$ cat src/rtl/issue_scheduler.sv
// In-order issue queue between decode and the issue unit: buffers {unit-select, uOp}
// pairs and releases the oldest one to its execution unit when that unit is not busy.
module issue_scheduler #(
  parameter  int DEPTH = 4,
  parameter  int CNT_W = 8,
  localparam int PTR_W = $clog2(DEPTH),
  localparam int OCC_W = PTR_W + 1
) (
  input  logic             clock_in,
  input  logic             reset_n_in,
  input  logic             flush_in,
  input  logic             dec_valid_in,
  output logic             dec_ready_out,
  input  logic [3:0]       dec_unit_sel_in,
  input  logic [3:0]       dec_uop_in,
  input  logic             int_busy_in,
  input  logic             vec_busy_in,
  input  logic             lsu_busy_in,
  input  logic             bru_busy_in,
  output logic [3:0]       exec_unit_sel_out,
  output logic [3:0]       exec_uop_out,
  output logic             issue_valid_out,
  output logic             illegal_sel_out,
  output logic [OCC_W-1:0] occupancy_out,
  output logic [CNT_W-1:0] stall_count_out,
  output logic [1:0]       head_state_out
);

  typedef enum logic [1:0] {
    HS_EMPTY   = 2'd0,
    HS_ILLEGAL = 2'd1,
    HS_BLOCKED = 2'd2,
    HS_ISSUE   = 2'd3
  } head_state_t;

  logic [3:0]       sel_mem [DEPTH];
  logic [3:0]       uop_mem [DEPTH];
  logic [PTR_W-1:0] wr_ptr;
  logic [PTR_W-1:0] rd_ptr;
  logic [OCC_W-1:0] count;

  logic [3:0]  head_sel;
  logic [3:0]  head_uop;
  logic        sel_legal;
  logic        head_busy;
  head_state_t head_state;
  logic        push;
  logic        pop;

  // Decode handshake: an entry transfers on a rising edge where dec_valid_in and
  // dec_ready_out are both 1 (and no flush); ready depends only on stored state.
  assign dec_ready_out  = (count < OCC_W'(DEPTH));
  assign occupancy_out  = count;
  assign head_state_out = head_state;

  always_comb begin
    head_sel  = sel_mem[rd_ptr];
    head_uop  = uop_mem[rd_ptr];
    sel_legal = (head_sel == 4'b0001) || (head_sel == 4'b0010) ||
                (head_sel == 4'b0100) || (head_sel == 4'b1000);
    head_busy = 1'b0;
    case (head_sel)
      4'b0001: head_busy = int_busy_in;
      4'b0010: head_busy = bru_busy_in;
      4'b0100: head_busy = lsu_busy_in;
      4'b1000: head_busy = vec_busy_in;
      default: head_busy = 1'b0;
    endcase
    if (count == '0)     head_state = HS_EMPTY;
    else if (!sel_legal) head_state = HS_ILLEGAL;
    else if (head_busy)  head_state = HS_BLOCKED;
    else                 head_state = HS_ISSUE;
  end

  // Illegal heads are popped too, so a bad select cannot wedge the queue.
  assign pop  = !flush_in && ((head_state == HS_ILLEGAL) || (head_state == HS_ISSUE));
  assign push = !flush_in && dec_valid_in && dec_ready_out;

  always_ff @(posedge clock_in) begin
    if (push) begin
      sel_mem[wr_ptr] <= dec_unit_sel_in;
      uop_mem[wr_ptr] <= dec_uop_in;
    end
  end

  always_ff @(posedge clock_in or negedge reset_n_in) begin
    if (!reset_n_in) begin
      wr_ptr            <= '0;
      rd_ptr            <= '0;
      count             <= '0;
      exec_unit_sel_out <= '0;
      exec_uop_out      <= '0;
      issue_valid_out   <= 1'b0;
      illegal_sel_out   <= 1'b0;
      stall_count_out   <= '0;
    end else begin
      exec_unit_sel_out <= '0;
      exec_uop_out      <= '0;
      issue_valid_out   <= 1'b0;
      illegal_sel_out   <= 1'b0;
      if (flush_in) begin
        wr_ptr <= '0;
        rd_ptr <= '0;
        count  <= '0;
      end else begin
        if (push) wr_ptr <= wr_ptr + PTR_W'(1);
        if (pop)  rd_ptr <= rd_ptr + PTR_W'(1);
        case ({push, pop})
          2'b10:   count <= count + OCC_W'(1);
          2'b01:   count <= count - OCC_W'(1);
          default: count <= count;
        endcase
        case (head_state)
          HS_ILLEGAL: illegal_sel_out <= 1'b1;
          HS_BLOCKED: if (stall_count_out != '1) stall_count_out <= stall_count_out + CNT_W'(1);
          HS_ISSUE: begin
            exec_unit_sel_out <= head_sel;
            exec_uop_out      <= head_uop;
            issue_valid_out   <= 1'b1;
          end
          default: ;
        endcase
      end
    end
  end

endmodule

$ cat config.mk
export PLATFORM = sky130hd
export DESIGN_NAME = issue_scheduler
export DESIGN_NICKNAME = d
export VERILOG_FILES = /design/src/rtl/issue_scheduler.sv
export SDC_FILE = /design/constraint.sdc
export NUM_CORES = 1
export LEC_CHECK = 0
export ABC_AREA = 1
export CAP_MARGIN = 30
export CORE_ASPECT_RATIO = 0.8
export CORE_MARGIN = 1
export CORE_UTILIZATION = 40
export CTS_CLUSTER_DIAMETER = 120
export DETAILED_ROUTE_END_ITERATION = 10
export PLACE_DENSITY_LB_ADDON = 0.3
export REMOVE_ABC_BUFFERS = 1
export SLEW_MARGIN = 25
export SYNTH_ARGS = -nofsm -noshare
export SYNTH_HDL_FRONTEND = slang
export SYNTH_SLANG_ARGS = --single-unit
$ cat constraint.sdc
create_clock -name clock_in -period 4.8 [get_ports clock_in]
set_input_delay 0.48 -clock clock_in [delete_from_list [all_inputs] [get_ports clock_in]]
set_output_delay 0.48 -clock clock_in [all_outputs]
set_load 0.03 [all_outputs]
==> out/results.ini <==
[status]
status = finished, final reports clean

[hold_path]
hp-class = in -> async

[setup_path]
crit_family = buffers and inverters
cp_common_cell = nand2_1
path_buf_inv = 3
crit_arrival_ps = 2890
path_max_fanout = 19
path_cells = inv_6 -> nand2_1 -> nand3_1 -> nand2_1 -> nor2_1 -> nand3_1 -> nand2_1 -> nor2_4 -> nand2_2 -> inv_1 -> clkdlybuf4s50_1
critPathMaxStageDelay_ps = 780
startpoint_type = register
cp.required_ps = 4320
worst_path_max_delay_cell = dfrtp_1
crit_type = reg -> out
critPathCaptureType = output port
r2r_slack_ps = 2150

[sta]
fin_tns_setup_ps = 0
rsz0062_at_grt = no
report.final.slew_viol_count = 0
clock.fmax_ghz = 0.297
hold_viol = 0
finalSetupViolCount = 0
clock_skew_ps = 11.6
finalCritPeriodShare_pct = 70.3
relSlewSlack_pct = 47.1
tightestPinTransition_ps = 791
min_period_ps = 3370

[drt]
drt_drc_violations_left = 0
totalWireLength_um = 5220
wl_per_cell_um = 13.0
firstDrtPassIters = 4
vias = 1892
drt_iter0_drc = 97
antenna_left = 0
vias_per_cell = 4.72

[run]
drv_cap = 0

[clock_network]
cts_setup_buffers = 0
cts_sinks = 57
holdBufCountCts = 0
ctsResizeCount = 0
clkSlewWorstSetupHoldPaths_ps = 70
cts_buffers = 9
htreeDepth = 3
clk_path_buf_depth = 2
cts_tree = built
cts-root-buf = clkbuf_8
insertion_delay_ps = 340

[power]
p_total_mw = 1.83
leakage_nw = 1.45
ir_drop_mv = 0.254
powerDensity_nw_per_um2 = 555

[logic_synthesis]
postSynthCellCount = 266
yosysTopAreaCell = edfxtp_1
postSynthAreaPerCell_um2 = 9.98
synth_cell_types = 30
synthTopCellsByArea = edfxtp_1 (36%), dfrtp_1 (24%), nand2_1 (12%)
seq_area_frac_synth_pct = 59.8
netlist.area_leader.share_pct = 36.2
yosys_warnings = 0
synth_area_um2 = 2650
ys_ff_latch = 57

[place]
hpwl_um = 3590
numPortBuffers = 39
gp_congestion = 0.742
placed_cell_area_um2 = 3110

[layout]
final_core_util_pct = 51.5
num_antenna_cells = 0
drive_above_1_share_pct = 12.0
final_area_um2 = 3300
nNetsFinal = 334
area_growth_pct = 24.4

[global_routing]
grt_use_total_pct = 16.6
antenna_found_initial = 0
grt_max_degree = 26
overflow = 0
grt_pass1_wl_um = 8340
grt_pass1_vias = 1733

[die]
core_area_um2 = 6410
die_y_um = 74.9
initial_core_util_pct = 41.4
dieArea_um2 = 6970
die_width_um = 93.1
rows = 26
ios = 40

## stage by stage
stage / hold slack (ps) / std cells / setup WS [ps]
3_5_place_dp: 530 / 385 / 1780
6_report: 516 / 401 / 1430
4_1_cts: 525 / 401 / 1410
5_1_grt: 533 / 401 / 1220
2_1_floorplan: 184 / 261 / 2580
3_3_place_gp: 519 / 385 / 1870
## per-layer routing
metal | GRT usage [%] | vias up | share of wire, %
li1 | - | 970 | -
met1 | 20.8 | 857 | 48
met2 | 26.1 | 58 | 45
met3 | 5.96 | 7 | 6.2
met4 | 7.69 | 0 | 1.1
met5 | 0 | - | 0
## cells by family (layout without fill, tap and decap cells)
| family | Yosys count | count (layout) | synth area share [%] |
|---|---|---|---|
| AOI/OAI and AO/OA | 23 | 23 | 5.52 |
| DFF | 57 | 57 | 59.8 |
| buffers and inverters | 33 | 84 | 5.94 |
| xor gates and xnor gates | 4 | 4 | 1.32 |
| and+or+nand+nor | 143 | 143 | 24.3 |
| adders and majority gates | 6 | 6 | 3.11 |
## sequential cells by signal, indices dropped and copies added (netlist names)
name	cells
issue_valid_out	1
stall_count_out	8
exec_uop_out	4
sel_mem	16
illegal_sel_out	1
occupancy_out	3
wr_ptr	2
exec_unit_sel_out	4
rd_ptr	2
uop_mem	16
## placed cells by master (no fill, tap or decap), types with 2 or more instances in the layout
cell,n
nand2_1,88
clkdlybuf4s50_1,39
edfxtp_1,32
dfrtp_1,25
inv_1,21
nand3_1,17
nor2_1,17
a21oi_1,11
clkbuf_8,9
inv_2,5
ha_1,5
nand2_2,4
a211oi_2,4
nand4_1,4
o21ai_0,4
nand3_2,3
nor3_1,3
o21ai_1,3
nor2_4,2
xor2_1,2
nand3b_1,2
xnor2_1,2
clkbuf_1,2
clkinvlp_4,2
## Yosys cell counts
| master | number |
|---|---|
| inv_6 | 1 |
| nor2_2 | 1 |
| ha_1 | 5 |
| nand3_4 | 1 |
| nand3b_1 | 2 |
| clkbuf_1 | 1 |
| inv_2 | 5 |
| a31oi_1 | 1 |
| nand3_2 | 3 |
| nor2_4 | 2 |
| a21oi_1 | 11 |
| nand4_1 | 4 |
| nor3_1 | 3 |
| fa_1 | 1 |
| o21ai_0 | 4 |
| nand3_1 | 17 |
| edfxtp_1 | 32 |
| a211oi_2 | 4 |
| buf_4 | 1 |
| xor2_1 | 2 |
| dfrtp_1 | 25 |
| buf_6 | 3 |
| inv_1 | 21 |
| nor2_1 | 17 |
| o21ai_1 | 3 |
| nand2_2 | 4 |
| xnor2_1 | 2 |
| nor3_2 | 1 |
| inv_4 | 1 |
| nand2_1 | 88 |
## area by class of cell
type	count	area [um2]
repair buffers	40	398
clock inverters	5	58.8
fillers	593	3110
well taps	84	105
clock buffers	11	131
flip-flops and latches	57	1590
multi-input cells	176	910
inverters	28	113
## report_power, final
part	internal, mW	leakage, nW	total (mW)	switching [mW]
logic	0.258	0.733	0.729	0.471
clock network	0.240	0.0895	0.434	0.194
registers	0.592	0.625	0.671	0.0792
total	1.09	1.45	1.83	0.744
## final timing paths
check	startpoint	to	cells after the start
min	reset_n_in	exec_uop_out[1]$_DFF_PN0_	2
min in group clock_in	wr_ptr[1]$_DFFE_PN0P_	wr_ptr[1]$_DFFE_PN0P_	2
max	rd_ptr[0]$_DFFE_PN0P_	head_state_out[0]	11
max in group asynchronous	reset_n_in	issue_valid_out$_DFF_PN0_	2
min reg2reg	wr_ptr[1]$_DFFE_PN0P_	wr_ptr[1]$_DFFE_PN0P_	2
max reg2reg	rd_ptr[0]$_DFFE_PN0P_	occupancy_out[2]$_DFFE_PN0P_	16
(Power assumes the default switching activity.)
